### src/rtl/matrix_pkg.sv
// matrix_pkg: shared widths, arbiter state encoding and header type for matrix storage access.
package matrix_pkg;
    localparam int MATRIX_ID_W = 3;
    localparam int DIM_W = 8;
    localparam int NAME_BYTES = 8;
    localparam int DATA_W = 32;

    typedef enum logic [2:0] {
        IDLE,
        ISSUE_WRITE,
        STREAM,
        ISSUE_CLEAR,
        WAIT_CLEAR,
        RELEASE
    } arb_state_t;

    typedef struct packed {
        logic [MATRIX_ID_W-1:0] id;
        logic [DIM_W-1:0] rows;
        logic [DIM_W-1:0] cols;
        logic [NAME_BYTES*8-1:0] name;
    } matrix_hdr_t;
endpackage

### src/rtl/rr_priority_select.sv
// rr_priority_select: picks the first set request at or after the pointer, searching upward with wrap.
module rr_priority_select #(
    parameter int N = 4,
    parameter int IW = 2
) (
    input  logic [N-1:0]  i_req,
    input  logic [IW-1:0] i_rr_ptr,
    output logic [N-1:0]  o_winner,
    output logic [IW-1:0] o_index,
    output logic          o_any
);
    logic [IW-1:0] w_j;

    // Scan from the farthest offset down so the nearest request to the pointer wins last.
    always_comb begin
        w_j = '0;
        o_index = '0;
        for (int k = N - 1; k >= 0; k--) begin
            w_j = IW'((int'(i_rr_ptr) + k) % N);
            if (i_req[w_j]) o_index = w_j;
        end
    end

    assign o_any = |i_req;
    assign o_winner = o_any ? N'(1) << o_index : '0;
endmodule

### src/rtl/matrix_storage_arbiter.sv
// matrix_storage_arbiter: round-robin owner of the storage manager write/clear port,
// holding each grant for a whole transaction with a stall watchdog.
module matrix_storage_arbiter
    import matrix_pkg::*;
#(
    parameter int NUM_REQ = 4,
    parameter int TIMEOUT_CYCLES = 65535
) (
    input  logic                                  clk,
    input  logic                                  rst,
    input  logic [NUM_REQ-1:0]                    req_valid,
    input  logic [NUM_REQ-1:0]                    req_is_clear,
    input  logic [NUM_REQ-1:0][MATRIX_ID_W-1:0]   req_matrix_id,
    input  logic [NUM_REQ-1:0][DIM_W-1:0]         req_rows,
    input  logic [NUM_REQ-1:0][DIM_W-1:0]         req_cols,
    input  logic [NUM_REQ-1:0][NAME_BYTES*8-1:0]  req_name,
    input  logic [NUM_REQ-1:0][DATA_W-1:0]        req_data,
    input  logic [NUM_REQ-1:0]                    req_data_valid,
    output logic [NUM_REQ-1:0]                    grant,
    output logic [NUM_REQ-1:0]                    req_writer_ready,
    output logic [NUM_REQ-1:0]                    req_done,
    output logic [NUM_REQ-1:0]                    req_error,
    output logic                                  write_request,
    input  logic                                  write_ready,
    output logic [MATRIX_ID_W-1:0]                matrix_id,
    output logic [DIM_W-1:0]                      actual_rows,
    output logic [DIM_W-1:0]                      actual_cols,
    output logic [NAME_BYTES*8-1:0]               matrix_name,
    output logic [DATA_W-1:0]                     data_in,
    output logic                                  data_valid,
    input  logic                                  write_done,
    input  logic                                  writer_ready,
    output logic                                  clear_request,
    input  logic                                  clear_done,
    output logic [MATRIX_ID_W-1:0]                clear_matrix_id
);
    localparam int IW = $clog2(NUM_REQ);
    localparam logic [15:0] WD_LAST = 16'(TIMEOUT_CYCLES - 1);

    arb_state_t    r_state;
    logic [IW-1:0] r_owner;
    logic [IW-1:0] r_rr_ptr;
    matrix_hdr_t   r_hdr;
    logic [15:0]   r_wd;

    logic [NUM_REQ-1:0] w_winner;
    logic [IW-1:0]      w_index;
    logic               w_any;
    logic               w_progress;
    logic               w_expired;

    rr_priority_select #(.N(NUM_REQ), .IW(IW)) u_sel (
        .i_req   (req_valid),
        .i_rr_ptr(r_rr_ptr),
        .o_winner(w_winner),
        .o_index (w_index),
        .o_any   (w_any)
    );

    assign write_request    = r_state == ISSUE_WRITE && write_ready;
    assign data_valid       = r_state == STREAM && req_data_valid[r_owner];
    assign data_in          = r_state == STREAM ? req_data[r_owner] : '0;
    assign req_writer_ready = (r_state == STREAM && writer_ready) ? grant : '0;
    assign matrix_id        = r_hdr.id;
    assign clear_matrix_id  = r_hdr.id;
    assign actual_rows      = r_hdr.rows;
    assign actual_cols      = r_hdr.cols;
    assign matrix_name      = r_hdr.name;

    assign w_progress = data_valid || write_ready || writer_ready;
    assign w_expired  = !w_progress && r_wd == WD_LAST;

    always_ff @(posedge clk) begin
        if (rst) begin
            r_state       <= IDLE;
            r_owner       <= '0;
            r_rr_ptr      <= '0;
            r_hdr         <= '0;
            r_wd          <= '0;
            grant         <= '0;
            req_done      <= '0;
            req_error     <= '0;
            clear_request <= '0;
        end else begin
            req_done      <= '0;
            req_error     <= '0;
            clear_request <= '0;
            // Counter only runs in the waiting states; every other state re-arms it for the next entry.
            r_wd <= (w_progress || !(r_state inside {ISSUE_WRITE, STREAM, WAIT_CLEAR})) ? '0 : r_wd + 16'd1;
            case (r_state)
                IDLE: if (w_any) begin
                    r_owner <= w_index;
                    grant   <= w_winner;
                    r_hdr   <= '{id: req_matrix_id[w_index], rows: req_rows[w_index],
                                 cols: req_cols[w_index], name: req_name[w_index]};
                    r_state <= req_is_clear[w_index] ? ISSUE_CLEAR : ISSUE_WRITE;
                end
                ISSUE_WRITE: if (write_ready) r_state <= STREAM;
                    else if (w_expired) begin
                        req_error <= grant;
                        r_state   <= RELEASE;
                    end
                STREAM: if (write_done) begin
                        req_done <= grant;
                        r_state  <= RELEASE;
                    end else if (w_expired) begin
                        req_error <= grant;
                        r_state   <= RELEASE;
                    end
                ISSUE_CLEAR: begin
                    clear_request <= 1'b1;
                    r_state       <= WAIT_CLEAR;
                end
                WAIT_CLEAR: if (clear_done) begin
                        req_done <= grant;
                        r_state  <= RELEASE;
                    end else if (w_expired) begin
                        req_error <= grant;
                        r_state   <= RELEASE;
                    end
                RELEASE: begin
                    grant    <= '0;
                    r_rr_ptr <= r_owner == IW'(NUM_REQ - 1) ? '0 : r_owner + IW'(1);
                    r_state  <= IDLE;
                end
                default: r_state <= IDLE;
            endcase
        end
    end
endmodule

### config.mk
export PLATFORM = sky130hd
export DESIGN_NAME = matrix_storage_arbiter
export DESIGN_NICKNAME = d
export VERILOG_FILES = /design/src/rtl/matrix_pkg.sv /design/src/rtl/rr_priority_select.sv /design/src/rtl/matrix_storage_arbiter.sv
export SDC_FILE = /design/constraint.sdc
export NUM_CORES = 1
export LEC_CHECK = 0
export ABC_AREA = 1
export BUFFER_PORTS_ARGS = -buffer_cell sky130_fd_sc_hd__buf_2
export CAP_MARGIN = 20
export CORE_AREA = 2 2 242 244
export CTS_CLUSTER_DIAMETER = 150
export DETAILED_ROUTE_END_ITERATION = 8
export DIE_AREA = 0 0 244 246
export GPL_ROUTABILITY_DRIVEN = 0
export PLACE_DENSITY = 0.4
export SLEW_MARGIN = 20
export SYNTH_ARGS = -nofsm -noshare
export SYNTH_HDL_FRONTEND = slang
export SYNTH_SLANG_ARGS = --single-unit
### constraint.sdc
create_clock -name clk -period 3.2 [get_ports clk]
set_clock_uncertainty 0.1 [all_clocks]
set_input_delay 0.64 -clock clk [delete_from_list [all_inputs] [get_ports clk]]
set_output_delay 0.64 -clock clk [all_outputs]
set_load 0.01 [all_outputs]
Yosys cells after proc, flatten, opt, wreduce, memory -nomap -nowiden
Index checks and enable logic that the tools add are counted.
{"block": "word_totals", "ff_bits": 119, "inputBits": 478, "output_inout_bits": 137, "wordCells": 95}
{"block": "op_classes", "add_sub_neg": 5, "n_lt_le_gt_ge": 6, "eq_ne": 8, "shift": 1, "muxes": 47, "reduce_logical": 16}
{"cell": "64-bit binary-select mux with 2-bit select", "n": 1}
{"cell": "32-bit binary-select mux with 2-bit select", "n": 1}
{"cell": "32-bit two-way mux", "n": 2}
{"cell": "64-bit two-way mux", "n": 1}
{"cell": "8-bit binary-select mux with 2-bit select", "n": 2}
{"cell": "4-bit two-way mux", "n": 8}
{"cell": "2-bit by 3-bit less-than comparator with 1-bit output (second input constant)", "n": 6}
{"cell": "3-bit two-way mux", "n": 6}
{"cell": "16-bit by 1-bit adder with 16-bit output (second input constant)", "n": 1}
{"cell": "16-bit equality test (second input constant)", "n": 1}
{"cell": "8-bit two-way mux", "n": 2}
{"cell": "4-bit one-hot mux with 2 select lines", "n": 2}
{"cell": "3-bit one-hot mux with 5 select lines", "n": 1}
{"cell": "1-bit binary-select mux with 2-bit select", "n": 6}
{"cell": "2-bit two-way mux", "n": 6}
{"cell": "4-bit one-hot mux with 3 select lines", "n": 1}
{"cell": "1-bit two-way mux", "n": 7}
{"cell": "3-bit binary-select mux with 2-bit select", "n": 1}
{"cell": "3-bit by 2-bit equality test with 1-bit output (second input constant)", "n": 2}
{"cell": "3-bit equality test (second input constant)", "n": 2}
{"cell": "2-bit by 1-bit adder with 2-bit output (second input constant)", "n": 2}
{"cell": "2-bit adder (second input constant)", "n": 2}
{"cell": "1-bit logical AND", "n": 4}
{"cell": "2-bit AND reduction", "n": 2}
{"cell": "other kinds (11)", "n": 14}

Depth between registers and ports, before layout
Gate-level depths: netlist of run 1.
{"block": "depth", "ltp_word": 12, "mapped_depth": 18, "depth_no_buf": 15}

By module
A second synthesis of run 1 with hierarchy kept.
{"block": "hier_totals", "hier_cells": 1379, "area_unflattened_um2": 8194.1}
{"module": "matrix_storage_arbiter", "instances": 1, "cells_per_inst": 1313, "area_per_inst_um2": 7912.6, "seq_area_each_um2": 2382.3}
{"module": "rr_priority_select", "instances": 1, "cells_per_inst": 66, "area_per_inst_um2": 281.5, "seq_area_each_um2": 0.0}

Least setup slack after synthesis of run 1
No wires, ideal clock.
{"block": "synth_path", "path_kind": "flip-flop to output port", "startpoint": "reg r_owner[0]", "endpoint": "out data_in[25]", "arrival_time_ns": 1.462, "required_time_ns": 2.460, "slack_ns": 0.998, "path_stages_with_launch": 8, "n_path_buf": 3, "path_cell_list": "dfxtp_1 buf_2 clkbuf_1 buf_1 nor2_1 nor2_1 o21ai_0 a21oi_1"}
{"block": "synth_between", "elab_chain_cells": 3}
{"item": "start, declared", "line": "matrix_storage_arbiter.sv:41", "rtl": "logic [IW-1:0] r_owner;"}
{"item": "start signal, assigned", "line": "matrix_storage_arbiter.sv:92", "rtl": "r_owner <= w_index;"}
{"item": "32-bit binary-select mux with 2-bit select", "line": "matrix_storage_arbiter.sv:62", "rtl": "assign data_in = r_state == STREAM ? req_data[r_owner] : '0;"}
{"item": "32-bit two-way mux (not written as such)", "line": "matrix_storage_arbiter.sv:62"}
{"item": "32-bit two-way mux", "line": "matrix_storage_arbiter.sv:62"}
{"item": "end, declared", "line": "matrix_storage_arbiter.sv:29", "rtl": "output logic [DATA_W-1:0] data_in,"}
No other way between the ends. The select of a mux whose other input is x is not followed.

Final worst setup path of run 1
{"block": "layout_path", "startpoint": "reg r_owner[0]", "endpoint": "out data_in[18]"}
The elaborated chain is that of the path after synthesis.

==> metrics.csv, run 1 <==
stage,metric,value,unit
outcome,outcome,"finished, final reports clean",
worst_setup_path,"Slowest-stage cell, CP",dfxtp_2,
clock_network,H-tree levels,4,
grt,Total GRT Usage,15.1,%
clock_network,CTS tree,done,
run,maxcap violations,0,
clock_network,CTS-repair resized insts,0,
placed_design,DP HPWL,37400,um
min_path,Hold Crit Class,reg2reg,
detailed_routing,WL per Instance,15.1,um
die,FP Rows,88,
sta,crit path time final,3.02,ns
detailed_routing,vias,12604,
logic_synthesis,Yosys warning count,0,
die,Starting Density,16.5,%
placed_design,port bufs,614,
cells_and_area,Final #Nets,2791,
sta,"Slew Viols, Final",0,
clock_network,hold_buf cts,0,
sta,"Setup violations, final",0,
worst_setup_path,Worst Path Buf+Inv,3,
die,die height,246,um
sta,RSZ-0062 raised after global routing,no,
logic_synthesis,Mapped Avg Cell Area,5.41,um^2
worst_setup_path,r2r startpoint,r_owner[1],
die,CORE AREA,0.0574,mm^2
worst_setup_path,reg2reg end,r_wd[13],
sta,"Hold Violations, Final",0,
detailed_routing,DRC Markers,0,
detailed_routing,final WL,46800,um
logic_synthesis,Cells after Synth,1754,
worst_setup_path,worst r2r path cells,8,
grt,vias in the first global route,12128,
worst_setup_path,family with the most delay on the worst path,buffers and inverters,
grt,largest net degree at the start of global routing,96,
worst_setup_path,CP Depth,5,
worst_setup_path,crit path max fanout,30,
clock_network,clk_lat worst skew,0.47,ns
grt,gr ovfl total,0,
detailed_routing,DR pass1 iterations,5,
worst_setup_path,crit path to,data_in[18],
placed_design,# placed instances,3056,
sta,Worst slew margin,49.2,%
logic_synthesis,cell area after synthesis,0.00948,mm^2
worst_setup_path,kind of end point of the critical path,output port,
logic_synthesis,post-synthesis register bit count,119,
clock_network,CTS buffer count,17,
cells_and_area,area grow syn2layout,48.0,%
logic_synthesis,sequential-to-total area share from yosys stat,25.1,%
worst_setup_path,CP max stage delay,0.42,ns
clock_network,clock slew at reported path FFs,0.06,ns
detailed_routing,antenna-violating nets left,0,
cells_and_area,final non-filler cell total,3090,
logic_synthesis,Yosys cell types,34,
pwr,Power Dens Cells,717,mW/mm^2
worst_setup_path,Crit path required time,2.46,ns
grt,initial antenna violation count,16,
detailed_routing,Via-to-Cell Ratio,4.08,
pwr,VDD IR max,0.000477,V
cells_and_area,share of cells above drive strength 1,29.8,%
sta,setup TNS,0,ns
worst_setup_path,internal reg-to-reg setup slack,0.66,ns
sta,Fmax achieved,331,MHz
detailed_routing,1st-iter DRT viols,446,
clock_network,CTS max path bufs,2,
grt,global-route wire length before repair,69100,um
clock_network,CTS root buffer,clkbuf_16,
worst_setup_path,critical path launch point type,flop,
sta,slew at the pin closest to its max-slew limit,0.751,ns
die,die span in x,244,um
clock_network,post-CTS setup buffer count,0,
cells_and_area,fin util,24.5,%
die,Die ar.,0.0600,mm^2
worst_setup_path,Setup CP Type,reg2out,
die,Boundary Pins,615,
logic_synthesis,Synth Net Count,2235,
worst_setup_path,Worst EP arrival,2.28,ns
sta,Tcrit/Tclk final,94.5,%
worst_setup_path,cells along the critical path,inv_1 -> buf_4 -> o21ai_0 -> a21oi_1 -> buf_2,
pwr,LEAKAGE,8.33,nW
worst_setup_path,CP startpoint,r_owner[0],
cells_and_area,number of fill cells,6649,
clock_network,clock sink count,119,
## Yosys cell counts, drive strengths merged
library cell | instances | area (um^2)
o31ai | 1 | 7.51
nand4 | 3 | 18.8
and2 | 2 | 12.5
nor2 | 340 | 1280
ha | 3 | 37.5
xor2 | 5 | 43.8
inv | 371 | 1390
xnor2 | 3 | 26.3
nor3 | 8 | 40.0
clkbuf | 45 | 169
nand3 | 190 | 961
a21boi | 1 | 7.51
o32ai | 1 | 8.76
nor3b | 2 | 15.0
o21ai | 71 | 355
buf | 67 | 370
o211ai | 83 | 623
o22ai | 1 | 6.26
o311ai | 1 | 8.76
dfxtp | 119 | 2380
or2 | 2 | 12.5
a21oi | 46 | 230
nand2 | 387 | 1470
nor4 | 1 | 6.26
a31oi | 1 | 6.26
## worst min-delay path by stage
stage,from,to,depth (start not counted)
after floorplan,r_wd[0],r_wd[0],1
after global placement,r_wd[0],r_wd[0],1
after detailed placement,r_wd[0],r_wd[0],1
after CTS,req_name[179],matrix_name[51],5
after global routing,req_name[188],matrix_name[60],5
final,r_wd[0],r_wd[0],1
## cell usage in the layout (no fill, tap or decap), types with 2 or more instances in the layout
cell          n
a21oi_1      46
nand3_1     188
buf_12       13
clkinvlp_4    2
bufinv_16     2
and2_1        2
nand3_2       2
xor2_1        5
nor3b_1       2
clkbuf_8      6
clkinv_2      5
clkbuf_1      2
diode_2       2
nand2_1     384
dfxtp_1     118
buf_2       613
clkbuf_16    17
o21ai_0      70
nor3_1        8
o211ai_1     83
nor2_1      339
ha_1          3
inv_1       366
inv_2         3
buf_4        23
xnor2_1       3
nand4_1       3
## routing by layer
metal	vias to the layer above	global-route usage, %	part of all wire (%)
met1	5643	16.6	40
met4	22	4.77	1.8
met5	-	0	0.34
met3	66	4.73	6.8
met2	428	27.5	51
li1	6445	-	-
## power breakdown
part	switching (W)	internal (W)
Combinational	0.00375	0.00207
Clock	0.000761	0.00126
Sequential	0.000274	0.00195
## state kept, by name, indices dropped and copies added (netlist names)
name and cells:
actual_cols 8, actual_rows 8, clear_matrix_id 3, clear_request 1, grant 4, matrix_name 64, r_owner 2, r_rr_ptr 2
r_state 3, r_wd 16, req_done 4, req_error 4
## cells by family (layout without fill, tap and decap cells)
kind of cell | after synthesis | count (layout) | share of synthesized area [%]
compound gates | 206 | 206 | 13.2
buf+inv | 483 | 1052 | 20.4
fa+ha+maj | 3 | 3 | 0.396
other cells | 0 | 2 | 0
simple gates | 935 | 935 | 40.2
flops | 119 | 119 | 25.1
xor+xnor | 8 | 8 | 0.739
## final cells by class
class | count | area (um^2) | area share, %
diodes | 2 | 5.00 | 0.0357
inverters | 371 | 1400 | 9.94
repair buffers | 649 | 3500 | 24.9
well taps | 765 | 957 | 6.82
clock inverters | 7 | 90.1 | 0.642
multi-input cells | 1152 | 5190 | 37.0
flip-flops and latches | 119 | 2380 | 17.0
clock buffers | 25 | 515 | 3.67
## worst register-to-register path, stage by stage (launching register included)
cell and delay (ns):
dfxtp_1 0.30, inv_1 0.55, nor2_1 0.13, o21ai_0 0.10, a21oi_1 0.11, nor3_1 0.33
nand3_1 0.41, buf_4 0.31, a21oi_1 0.12
## metrics by stage
step | total power, W | setup slack, ns | instance area [um^2] | hold WS [ns]
5_1_grt | 0.0111 | 0.0796 | 14000 | 0.399
4_1_cts | 0.0103 | 0.147 | 14000 | 0.350
3_3_place_gp | 0.00817 | 0.378 | 13400 | 0.350
2_1_floorplan | 0.00594 | 0.998 | 9480 | 0.330
3_5_place_dp | 0.00819 | 0.363 | 13400 | 0.352
6_report | 0.0101 | 0.175 | 14000 | 0.363
Power figures use the tool's default switching activity.
==> run 2, diff against run 1 <==
- PLACE_DENSITY: 0.4 -> 0.42
- clock period: 3.2 -> 2.6 ns (I/O delays scaled with it)
==> run 2 against run 1 <==
Global-route usage is essentially flat. Cell count rose by 1.2%. Sequential share of layout area down 0.29 points. Critical path depth rose by 1. Via count increased by 1.3%. Register-to-register slack worse by 0.31 ns. Worst setup slack worse by 0.075 ns. Largest cell class unchanged.
==> metrics.csv, run 2 (synthesis results as in run 1) <==
stage,metric,value,unit
sta,crit path time final,2.50,ns
pwr,VDD IR max,0.000395,V
worst_setup_path,family with the most delay on the worst path,buffers and inverters,
worst_setup_path,Worst Path Buf+Inv,4,
worst_setup_path,reg2reg end,matrix_name[6],
grt,Total GRT Usage,15.1,%
min_path,hold_sp,req_name[184],
grt,largest net degree at the start of global routing,94,
sta,Fmax achieved,400,MHz
worst_setup_path,Crit path required time,1.98,ns
placed_design,DP HPWL,38700,um
sta,Fin Hold WS,0.283,ns
sta,slew at the pin closest to its max-slew limit,0.702,ns
placed_design,port bufs,614,
worst_setup_path,worst r2r path cells,15,
grt,gr ovfl total,0,
grt,initial antenna violation count,3,
clock_network,hold_buf cts,0,
worst_setup_path,critical path launch point type,flop,
cells_and_area,final non-filler cell total,3127,
worst_setup_path,Worst EP arrival,1.88,ns
clock_network,CTS max path bufs,2,
detailed_routing,1st-iter DRT viols,531,
sta,setup TNS,0,ns
die,Starting Density,16.5,%
die,die span in x,244,um
min_path,worst hold path endpoint,matrix_name[56],
clock_network,clock sink count,119,
cells_and_area,Final #Nets,2831,
clock_network,H-tree levels,4,
grt,global-route wire length before repair,69200,um
clock_network,CTS tree,done,
cells_and_area,number of fill cells,6687,
sta,Worst slew margin,53.1,%
worst_setup_path,kind of end point of the critical path,output port,
die,die height,246,um
clock_network,clock slew at reported path FFs,0.07,ns
cells_and_area,"commonest non-fill, non-tap cell in the layout",buf_2,
pwr,Power Dens Cells,881,mW/mm^2
placed_design,placed inst area,0.0137,mm^2
die,Die ar.,0.0600,mm^2
die,CORE AREA,0.0574,mm^2
sta,"Slew Viols, Final",0,
sta,"Hold Violations, Final",0,
detailed_routing,DR pass1 iterations,6,
detailed_routing,antenna-violating nets left,0,
worst_setup_path,"Slowest-stage cell, CP",dfxtp_4,
worst_setup_path,internal reg-to-reg setup slack,0.35,ns
pwr,Overall Power,0.0126,W
grt,vias in the first global route,12393,
run,maxcap violations,0,
detailed_routing,DRC Markers,0,
worst_setup_path,CP max stage delay,0.40,ns
die,Boundary Pins,615,
cells_and_area,"commonest non-fill, non-tap cells in the layout","buf_2, nand2_1, inv_1, nor2_1, nand3_1",
cells_and_area,max FFs per register,64,
sta,RSZ-0062 raised after global routing,no,
cells_and_area,Post-Layout Inst Area,0.0143,mm^2
cells_and_area,share of cells above drive strength 1,31.3,%
clock_network,CTS buffer count,17,
detailed_routing,Via-to-Cell Ratio,4.09,
min_path,Worst Hold Depth,5,
pwr,LEAKAGE,8.49,nW
sta,"Setup violations, final",0,
worst_setup_path,CP Depth,6,
die,FP Rows,88,
detailed_routing,WL per Instance,15.3,um
worst_setup_path,cells along the critical path,clkinvlp_4 -> buf_4 -> buf_6 -> o21ai_0 -> a21oi_1 -> buf_2,
worst_setup_path,crit path max fanout,23,
placed_design,# placed instances,3094,
worst_setup_path,Setup CP Type,reg2out,
clock_network,clk_lat worst skew,0.47,ns
clock_network,CTS root buffer,clkbuf_16,
worst_setup_path,r2r startpoint,r_rr_ptr[0],
cells_and_area,area grow syn2layout,50.9,%
sta,Tcrit/Tclk final,96.2,%
min_path,Hold Crit Class,in2reg,
outcome,outcome,"finished, final reports clean",
detailed_routing,final WL,47800,um
detailed_routing,vias,12774,
run 2: cell count changes in the layout (fill, tap and decap cells not counted), sizes merged:
cell and change:
clkinvlp +2, clkinv +4, bufinv -1, diode -1, clkbuf -6, buf +39
run 2: cell type report:
class | instances | area (um^2) | share of cell area (%)
Multi-Input combinational cell | 1152 | 5200 | 36.3
Timing Repair Buffer | 689 | 3820 | 26.7
Sequential cell | 119 | 2390 | 16.7
Inverter | 371 | 1400 | 9.78
Tap cell | 765 | 957 | 6.69
Clock buffer | 18 | 429 | 3.00
Clock inverter | 12 | 108 | 0.752
Antenna cell | 1 | 2.50 | 0.0175
run 2: power breakdown:
part	switching, W	internal [W]
Clock	0.000971	0.00129
Combinational	0.00476	0.00282
Sequential	0.000363	0.00241
Total	0.00609	0.00652
run 2: per-stage QoR:
stage,util [%],setup WS (ns)
4_1_cts,24.8,0.0131
3_3_place_gp,23.9,0.183
2_1_floorplan,-,0.518
5_1_grt,24.9,0.00199
3_5_place_dp,23.9,0.129
6_report,24.9,0.100
run 2: timing repair:
action | 4_1_cts | 5_1_grt
pin swaps | 1 | 0
gates cloned | 0 | 1
setup buffers | 0 | 2
setup endpoints to repair | 16 | 29
resized for setup | 8 | 6
run 2: per-layer routing:
layer  GRT usage (%)  wire length (um)
met1            16.9             19100
met5               0                20
met2            27.6             24400
met3            3.70              3040
met4            5.56              1180
run 2: tightest hold or removal path: cells and delay by family:
kind | cells | cell delay, ns
AOI/OAI and AO/OA | 1 | 0.08
buffers and inverters | 2 | 0.12
and+or+nand+nor | 2 | 0.12
run 2: worst max-delay path by stage:
stage                            start         endpoint  slack (ns)
after floorplan             r_owner[0]      data_in[25]        0.52
after global placement    req_valid[3]  matrix_name[38]        0.18
after detailed placement  req_valid[3]  matrix_name[27]        0.13
after CTS                   r_owner[0]      data_in[31]        0.01
after global routing        r_owner[0]      data_in[31]       0.002
final                       r_owner[0]      data_in[26]        0.10
